$ cat src/rtl/data_mem_resp_if.sv
// Request/response bus between an initiator and the data_mem_resp memory model.
interface data_mem_resp_if;
  logic        req_valid;
  logic        req_ready;
  logic        MemRead;
  logic        MemWrite;
  logic [63:0] addr;
  logic [63:0] wdata;
  logic        resp_valid;
  logic        resp_ready;
  logic [63:0] rdata;
  logic        resp_err;

  modport master (
    output req_valid, MemRead, MemWrite, addr, wdata, resp_ready,
    input  req_ready, resp_valid, rdata, resp_err
  );

  modport slave (
    input  req_valid, MemRead, MemWrite, addr, wdata, resp_ready,
    output req_ready, resp_valid, rdata, resp_err
  );
endinterface

$ cat src/rtl/data_mem_resp.sv
// Word-addressed 64-bit data memory with fixed wait-state latency and a held response.
// Optional feature: define DMEM_ALIGN_CHECK_EN to reject addresses with addr[2:0] != 0.
module data_mem_resp #(
  parameter int unsigned DEPTH_LOG2  = 5,
  parameter int unsigned WAIT_CYCLES = 2
) (
  input  logic           clk,
  input  logic           rst_n,
  data_mem_resp_if.slave bus
);

  localparam int unsigned DEPTH = 1 << DEPTH_LOG2;

  typedef enum logic [1:0] {IDLE, WAIT, RESP} state_t;

  state_t                state;
  logic [3:0]            cnt;
  logic [63:0]           mem [DEPTH];

  logic [DEPTH_LOG2-1:0] lat_idx, cur_idx, in_idx;
  logic [63:0]           lat_wdata, cur_wdata;
  logic                  lat_rd, lat_wr, lat_mis;
  logic                  cur_rd, cur_wr, cur_mis, in_mis;
  logic                  accept, enter_resp, cur_err, mem_we;
  logic                  req_ready_q, resp_valid_q, resp_err_q;
  logic [63:0]           rdata_q;
  logic                  addr_unused;

  assign in_idx = bus.addr[DEPTH_LOG2+2:3];
`ifdef DMEM_ALIGN_CHECK_EN
  assign in_mis = |bus.addr[2:0];
`else
  assign in_mis = 1'b0;
`endif
  assign addr_unused = ^{bus.addr[63:DEPTH_LOG2+3], bus.addr[2:0]};

  assign accept = (state == IDLE) && bus.req_valid && (bus.MemRead || bus.MemWrite);

  // With zero wait states the response is formed from the live inputs on the
  // acceptance edge; otherwise from the copy latched at acceptance.
  always_comb begin
    cur_idx   = lat_idx;
    cur_wdata = lat_wdata;
    cur_rd    = lat_rd;
    cur_wr    = lat_wr;
    cur_mis   = lat_mis;
    if (state == IDLE) begin
      cur_idx   = in_idx;
      cur_wdata = bus.wdata;
      cur_rd    = bus.MemRead;
      cur_wr    = bus.MemWrite;
      cur_mis   = in_mis;
    end
  end

  assign enter_resp = (accept && (WAIT_CYCLES == 0)) || ((state == WAIT) && (cnt == 4'd1));
  assign cur_err    = (cur_rd && cur_wr) || cur_mis;
  assign mem_we     = rst_n && enter_resp && cur_wr && !cur_err;

  // Storage is deliberately not reset.
  always_ff @(posedge clk) begin
    if (mem_we) mem[cur_idx] <= cur_wdata;
  end

  always_ff @(posedge clk or negedge rst_n) begin
    if (!rst_n) begin
      state        <= IDLE;
      cnt          <= '0;
      req_ready_q  <= 1'b1;
      resp_valid_q <= 1'b0;
      resp_err_q   <= 1'b0;
      rdata_q      <= '0;
      lat_idx      <= '0;
      lat_wdata    <= '0;
      lat_rd       <= 1'b0;
      lat_wr       <= 1'b0;
      lat_mis      <= 1'b0;
    end else begin
      if (enter_resp) begin
        resp_valid_q <= 1'b1;
        resp_err_q   <= cur_err;
        rdata_q      <= (cur_rd && !cur_err) ? mem[cur_idx] : '0;
      end
      case (state)
        IDLE: begin
          if (accept) begin
            lat_idx     <= in_idx;
            lat_wdata   <= bus.wdata;
            lat_rd      <= bus.MemRead;
            lat_wr      <= bus.MemWrite;
            lat_mis     <= in_mis;
            req_ready_q <= 1'b0;
            if (WAIT_CYCLES == 0) begin
              state <= RESP;
            end else begin
              state <= WAIT;
              cnt   <= 4'(WAIT_CYCLES);
            end
          end
        end
        WAIT: begin
          cnt <= cnt - 4'd1;
          if (cnt == 4'd1) state <= RESP;
        end
        RESP: begin
          if (bus.resp_ready) begin
            state        <= IDLE;
            resp_valid_q <= 1'b0;
            req_ready_q  <= 1'b1;
          end
        end
        default: state <= IDLE;
      endcase
    end
  end

  assign bus.req_ready  = req_ready_q;
  assign bus.resp_valid = resp_valid_q;
  assign bus.resp_err   = resp_err_q;
  assign bus.rdata      = rdata_q;

endmodule

$ cat src/flat_wrapper.sv
// flat-port wrapper written by rule: the top's interface ports become plain ports
module data_mem_resp_flat 
#(
  parameter int unsigned DEPTH_LOG2  = 5,
  parameter int unsigned WAIT_CYCLES = 2
)
  (clk, rst_n, bus_req_valid, bus_MemRead, bus_MemWrite, bus_addr, bus_wdata, bus_resp_ready, bus_req_ready, bus_resp_valid, bus_rdata, bus_resp_err);
  data_mem_resp_if bus_i ();
  input  logic clk;
  input  logic rst_n;
  input wire logic [$bits(bus_i.req_valid)-1:0] bus_req_valid;
  input wire logic [$bits(bus_i.MemRead)-1:0] bus_MemRead;
  input wire logic [$bits(bus_i.MemWrite)-1:0] bus_MemWrite;
  input wire logic [$bits(bus_i.addr)-1:0] bus_addr;
  input wire logic [$bits(bus_i.wdata)-1:0] bus_wdata;
  input wire logic [$bits(bus_i.resp_ready)-1:0] bus_resp_ready;
  output wire logic [$bits(bus_i.req_ready)-1:0] bus_req_ready;
  output wire logic [$bits(bus_i.resp_valid)-1:0] bus_resp_valid;
  output wire logic [$bits(bus_i.rdata)-1:0] bus_rdata;
  output wire logic [$bits(bus_i.resp_err)-1:0] bus_resp_err;
  assign bus_i.req_valid = bus_req_valid;
  assign bus_i.MemRead = bus_MemRead;
  assign bus_i.MemWrite = bus_MemWrite;
  assign bus_i.addr = bus_addr;
  assign bus_i.wdata = bus_wdata;
  assign bus_i.resp_ready = bus_resp_ready;
  assign bus_req_ready = bus_i.req_ready;
  assign bus_resp_valid = bus_i.resp_valid;
  assign bus_rdata = bus_i.rdata;
  assign bus_resp_err = bus_i.resp_err;
  data_mem_resp #(.DEPTH_LOG2(DEPTH_LOG2), .WAIT_CYCLES(WAIT_CYCLES)) u_core (.clk(clk), .rst_n(rst_n), .bus(bus_i));
endmodule
$ cat config.mk
export PLATFORM = sky130hd
export DESIGN_NAME = data_mem_resp_flat
export DESIGN_NICKNAME = d
export VERILOG_FILES = /design/src/rtl/data_mem_resp_if.sv /design/src/rtl/data_mem_resp.sv /design/src/flat_wrapper.sv
export SDC_FILE = /design/constraint.sdc
export NUM_CORES = 2
export LEC_CHECK = 0
export CORE_ASPECT_RATIO = 1.5
export CORE_MARGIN = 3
export CORE_UTILIZATION = 45
export CTS_CLUSTER_DIAMETER = 30
export DETAILED_ROUTE_END_ITERATION = 8
export GPL_ROUTABILITY_DRIVEN = 0
export GPL_TIMING_DRIVEN = 0
export PLACE_DENSITY = 0.73
export REMOVE_ABC_BUFFERS = 1
export SLEW_MARGIN = 30
export SYNTH_ARGS = -nofsm -noshare
export SYNTH_HDL_FRONTEND = slang
export SYNTH_SLANG_ARGS = --single-unit
$ cat constraint.sdc
create_clock -name clk -period 4.6 [get_ports clk]
set_input_delay 0.92 -clock clk [delete_from_list [all_inputs] [get_ports clk]]
set_output_delay 0.92 -clock clk [all_outputs]
set_load 0.02 [all_outputs]
# --- After elaboration in Yosys (flattened, before gate mapping) ---
# Memory sizes are Yosys's and may differ from the RTL's.
# Cells that the tools add are included.
word_totals:
  regBits: 144
  ram_bits: 2048
  inputBits: 134
  output_inout_bits: 67
  word_cells: 54
  n_memories: 1
classes:
  add_sub_neg: 1
  n_eq_ne: 6
  n_mux: 19
  n_reduce_logical: 17
memory_table:
  columns: ["name", "words", "word_bits", "read_ports", "rd_clocked_by_memory_dff", "write_ports", "line_no", "source"]
  rows:
  - ["u_core.mem", 32, 64, 1, 0, 1, "data_mem_resp.sv:18", "logic [63:0] mem [DEPTH];"]
op_table:
  columns: ["op", "n"]
  rows:
  - ["64-bit 2-to-1 mux", 2]
  - ["1-bit 2-to-1 mux", 9]
  - ["1-bit logical AND", 8]
  - ["4-bit case mux with 2 select lines", 1]
  - ["2-bit 2-to-1 mux", 3]
  - ["2-bit case mux with 3 select lines", 1]
  - ["3-bit AND reduction", 2]
  - ["5-bit 2-to-1 mux", 1]
  - ["4-bit by 1-bit == test with 1-bit output (second input constant)", 1]
  - ["4-bit 2-to-1 mux", 1]
  - ["2-bit != test (second input constant)", 2]
  - ["2-bit AND reduction", 2]
  - ["2-bit nonzero test", 2]
  - ["4-bit by 1-bit subtractor with 4-bit output (second input constant)", 1]
  - ["2-bit by 1-bit == test with 1-bit output (second input constant)", 1]
  - ["2-bit == test (second input constant)", 1]
  - ["2-bit zero test", 1]
  - ["2-bit by 1-bit != test with 1-bit output (second input constant)", 1]
  - ["1-bit case mux with 2 select lines", 1]
  - ["1-bit zero test", 1]
  - ["1-bit logical OR", 1]

# --- Logic depth before layout (Yosys ltp) ---
depth:
  word_depth: 7
  ltp_mapped: 10

# --- Worst setup path before layout ---
# No wires, ideal clock.
synth_path:
  path_type: "input port to flip-flop"
  from: "input bus_addr[3]"
  to: "memory u_core.mem[10][0] (enable)"
  setup_time_ns: 0.487
  t_arrival_ns: 4.565
  setup_slack_ns: -0.452
  cell_stages: 4
  path_buffers: 0
  path_cell_list: "or4b_1 -> o21ai_2 -> nand2_1 -> nor2_1"
synth_via:
  elab_chain_cells: 1
synth_rtl:
  columns: ["element", "line_no", "source"]
  rows:
  - ["start: declaration", "flat_wrapper.sv:14", "input wire logic [$bits(bus_i.addr)-1:0] bus_addr;"]
  - ["5-bit 2-to-1 mux", "data_mem_resp.sv:47", "if (state == IDLE) begin"]
  - ["end: declaration", "data_mem_resp.sv:18", null]
# Every way passes these cells.

# --- Worst setup path in the final report ---
layout_path:
  from: "register u_core.state[0]"
  to: "memory u_core.mem[12][46] (enable)"
layout_via:
  elab_chain_cells: 7
layout_rtl:
  columns: ["element", "line_no", "source"]
  rows:
  - ["start: declaration", "data_mem_resp.sv:16", "state_t state;"]
  - ["start signal: assignment", "data_mem_resp.sv:67", "state <= IDLE;"]
  - ["start signal: assignment", "data_mem_resp.sv:94", "state <= RESP;"]
  - ["start signal: assignment", "data_mem_resp.sv:96", "state <= WAIT;"]
  - ["2-bit by 1-bit == test with 1-bit output / 2-bit zero test (equally long branches)", "data_mem_resp.sv:56, data_mem_resp.sv:47", null]
  - ["1-bit logical AND / 1-bit 2-to-1 mux (equally long branches)", "data_mem_resp.sv:56, data_mem_resp.sv:47", null]
  - ["1-bit logical AND, on equally long branches", "data_mem_resp.sv:58, data_mem_resp.sv:57", null]
  - ["1-bit logical AND / 1-bit zero test (equally long branches)", "data_mem_resp.sv:58", "assign mem_we = rst_n && enter_resp && cur_wr && !cur_err;"]
  - ["1-bit logical AND", "data_mem_resp.sv:58", null]
  - ["1-bit 2-to-1 mux", "data_mem_resp.sv:62", "if (mem_we) mem[cur_idx] <= cur_wdata;"]
  - ["1-bit 2-to-1 mux (implied by the code)", "data_mem_resp.sv:62", null]
# Several ways; a longest one is shown, not always the timed one.

==> summary.md <==
| Metric | Value |
|---|---|
| Post-synthesis sequential area ratio | 0.812 |
| Gate Count Post-Synth | 4890 |
| Pin count of the biggest net entering global routing | 56 |
| Endpoint required time on the critical path | 5200 ps |
| Portion of total power attributed to the clock network | 0.342 |
| Global-route wire length before repair | about 380000 um |
| Result of the run | complete, but fails checks |
| Vias after detailed routing | 54633 |
| Reported leakage power | 0.0339 uW |
| H-tree depth | 5 |
| Layout Nets | about 5500 |
| Clock-pin slew reported for the worst setup and hold paths after clock tree synthesis | ~60 ps |
| Sequential group share of total power | 0.371 |
| Worst-case setup slack after placement | -277 ps |
| Number of antenna violations at the first check in global routing | 10 |
| Biggest area consumer among synthesized cells | edfxtp_1 |
| Worst path bufs/invs | 4 |
| Startpoint type of the worst setup path | flop |
| Post-route clock period utilization | 1.00 |
| Setup violation total in the final timing report | 7 |
| Critical path depth | 8 |
| Minimum clock period | between 4000 and 5000 ps |
| Placement Cell Area | a little over 90000 um^2 |
| Area grow syn2layout | 26.5% |
| Yosys warning total | 0 |
| Worst path cell trace | nor2_4 -> buf_16 -> mux2i_2 -> nand2_4 -> nor2_4 -> buf_16 -> buf_16 -> buf_16 |
| Total half-perimeter wirelength after legalization and detailed placement | 151000 um |
| Fraction of synthesis flops using an asynchronous set or reset pin | 0.0657 |
| Synthesized area per cell | 16.4 um^2 |
| Total power | 72300 uW |
| Share of cells above drive strength 1 | 0.175 |
| Via-to-Cell Ratio | 6.93 |
| Number of cells on the worst reg-to-reg path | 8 |
| Starting utilization of the core area | 0.453 |
| Cell Rows | 189 |
| Power dissipated by switching net loads | around 24000 uW |
| DR iter-0 viols | 10234 |
| Most frequent cells after synthesis | 2048 x edfxtp_1, 1012 x o22ai_1, 490 x nand2_1, 283 x o21ai_0, 178 x buf_2 |
| Most frequent cell after synthesis | edfxtp_1 |
| Reg2reg start | u_core.state[0]$_DFFE_PN0P_ |
| Internal Pwr Total | roughly 48000 uW |
| Maximum clock frequency | 216 MHz |
| Count of different cell masters after synthesis | 44 |
| Violations in the final reports | negative setup slack |
| Measured slew at the worst slew-check pin | about 1100 ps |
| Delay-heaviest family, CP | simple AND/OR/NAND/NOR gates |
| Die boundary height | 523 um |
| Area of the placeable core | around 180000 um^2 |
| Antenna-violating nets left | 0 |
| Net switching fraction of the power | 0.338 |
| Post-Syn Area | 80100 um^2 |
| Worst path most repeated cell | buf_16 |
| Final design area excluding fillers | 101000 um^2 |
| Overall die area | roughly 180000 um^2 |
| Setup crit start | u_core.state[0]$_DFFE_PN0P_ |
| PnR worst setup slack | -21.7 ps |
| Clock root buffer | clkbuf_16 |
| Crit path to | u_core.mem[12][46]$_DFFE_PP_ |
| Element type at the critical path end | flop |
| Most area-consuming cells after synthesis | edfxtp_1 77%, o22ai_1 7.9%, dfrtp_1 4.5%, nand2_1 2.3%, o21ai_0 1.8% |
| Number of hold-slack violations in the final timing report | 0 |
| Most used flip-flop cell after synthesis | edfxtp_1 |
| TritonCTS Sinks | 2192 |
| Clk_skew | 72.1 ps |
| Worst setup path class | flop to flop |
| R2r setup slk | -20 ps |
| Top cell type's share of synthesized area | 0.767 |
| Capture point of the worst reg-to-reg path | u_core.mem[12][46]$_DFFE_PP_ |
| IO Count | 201 |
| Maximum root-to-sink buffer count | 4 |
| Relative contribution of combinational cells to total power | 0.287 |
| Highest net fanout along the worst path | 22 |
| Die X | 351 um |
| Headroom to the max-slew limit | 0.276 |
| Number of enable flip-flop cells after synthesis | 2048 |
| Overflow after GRT | 0 |
| Port Buffer Count | ~140 |
| TritonCTS clock tree | done |
| Worst Hold Class | flop to flop |
| Wire length reported by the detailed router | 271000 um |
| PwrDens | between 700 and 800 nW/um^2 |
| Synthesized flop and latch total | 2192 |
| Slowest Stage Delay on Critical Path | roughly 900 ps |
| Total negative setup slack | -58.8 ps |
| Router iterations before antenna repair | 6 |
| Critical-path top delay cell | mux2i_2 |
| Data arrival time of the critical path | 5220 ps |
| Max Cap Violations | 0 |
| Number of CTS-inserted buffers | 318 |
| Overall track demand over capacity in global routing | 0.288 |
| Later-pin clock latency in the skew report | 950 ps |
| Final slew viol count | 0 |
| Drt wl/cell | 34.4 um |
| VDD IR max | 0.000842 V |
| Count of unresolved DRC violations after routing | 0 |
| Min Hold Slack | 467 ps |
| Number of global-route vias before repair | between 50000 and 60000 |
how the worst min path moves through the flow:
stage | startpoint | to | slack (ps) | depth (start not counted)
2_1_floorplan | u_core.lat_rd$_DFFE_PN0P_ | u_core.lat_rd$_DFFE_PN0P_ | 450 | 2
3_3_place_gp | u_core.bus.req_ready$_DFFE_PN1P_ | u_core.bus.req_ready$_DFFE_PN1P_ | 450 | 2
3_5_place_dp | u_core.bus.req_ready$_DFFE_PN1P_ | u_core.bus.req_ready$_DFFE_PN1P_ | 460 | 2
4_1_cts | u_core.bus.req_ready$_DFFE_PN1P_ | u_core.bus.req_ready$_DFFE_PN1P_ | 470 | 2
5_1_grt | u_core.bus.req_ready$_DFFE_PN1P_ | u_core.bus.req_ready$_DFFE_PN1P_ | 480 | 2
6_report | u_core.bus.req_ready$_DFFE_PN1P_ | u_core.bus.req_ready$_DFFE_PN1P_ | 470 | 2
state kept, by name (all words and copies together) (netlist names):
name                   cells
u_core.bus.req_ready       1
u_core.lat_wdata          64
u_core.bus.rdata          64
u_core.mem              2048
u_core.lat_rd              1
u_core.state               2
u_core.cnt                 4
u_core.lat_idx             5
u_core.bus.resp_valid      1
u_core.lat_wr              1
u_core.bus.resp_err        1
kinds of logic after synthesis:
logic type / after synthesis / share of synthesized area
AO/OA/AOI/OAI: 1556 / 0.123
AND/OR/NAND/NOR: 814 / 0.0422
multiplexers: 3 / 0.000422
adder cells (fa/ha/maj): 2 / 0.000312
XOR/XNOR: 2 / 0.000219
buffers and inverters: 321 / 0.0214
flip-flops: 2192 / 0.812
power by group through the flow:
stage          logic, uW  clock network (uW)  registers [uW]
2_1_floorplan       7840                   0           27000
3_3_place_gp       11300                   0           27100
3_5_place_dp       19200                   0           27200
4_1_cts            19900               24700           26900
5_1_grt            21500               25500           26900
6_report           20700               24700           26800
worst min-delay path, delay by kind of cell (launching register included):
| family | cells | cell delay [ps] |
|---|---|---|
| flops | 1 | 360 |
| simple gates | 2 | 100 |
metal layers:
| layer | vias to the layer above | track usage | part of all wire |
|---|---|---|---|
| met4 | 4 | 0.183 | 0.073 |
| met2 | 5788 | 0.451 | 0.47 |
| met5 | - | 0 | 0.000092 |
| li1 | 20788 | - | - |
| met1 | 26622 | 0.350 | 0.31 |
| met3 | 1431 | 0.0862 | 0.14 |
cell type report:
type	count	area [um^2]
Multi-Input combinational cell	2377	13800
Clock inverter	199	2330
Inverter	2	7.51
Tap cell	2292	2870
Sequential cell	2192	65100
Clock buffer	366	8390
Fill cell	11896	75500
Antenna cell	8	20.0
Timing Repair Buffer	447	8940
cell usage in the layout, fill, tap and decap left out, types with 30 or more instances in the layout:
master,netlist,routed
buf_16,0,223
clkbuf_16,0,325
clkinv_2,0,32
clkinv_4,0,36
nand2_1,490,453
edfxtp_1,2048,2048
clkinvlp_4,0,36
buf_12,0,45
nor2_4,0,40
nand3_1,66,66
bufinv_16,0,37
clkdlybuf4s50_1,0,140
o21ai_1,171,171
dfrtp_1,143,143
nor2_1,167,128
o21ai_0,283,283
o22ai_1,1012,1012
clkbuf_1,83,31
o41ai_2,63,63
inv_6,0,30
nand4_1,63,63
nand2_2,0,34
stage by stage:
step                      utilization  instances
after global placement          0.468       7004
final                           0.573       7883
after detailed placement        0.512       7301
after floorplan                     -       4571
after CTS                       0.572       7867
after global routing            0.573       7877
repair_timing:
action | in CTS | in global routing
buffers inserted | 0 | 8
setup endpoints to repair | 244 | 64
hold buffers | 1 | 0
hold endpoints to repair | 41 | 0
pin swaps | 0 | 5
resized for setup | 2 | 0
No activity file was read; power rests on OpenSTA's default activity.
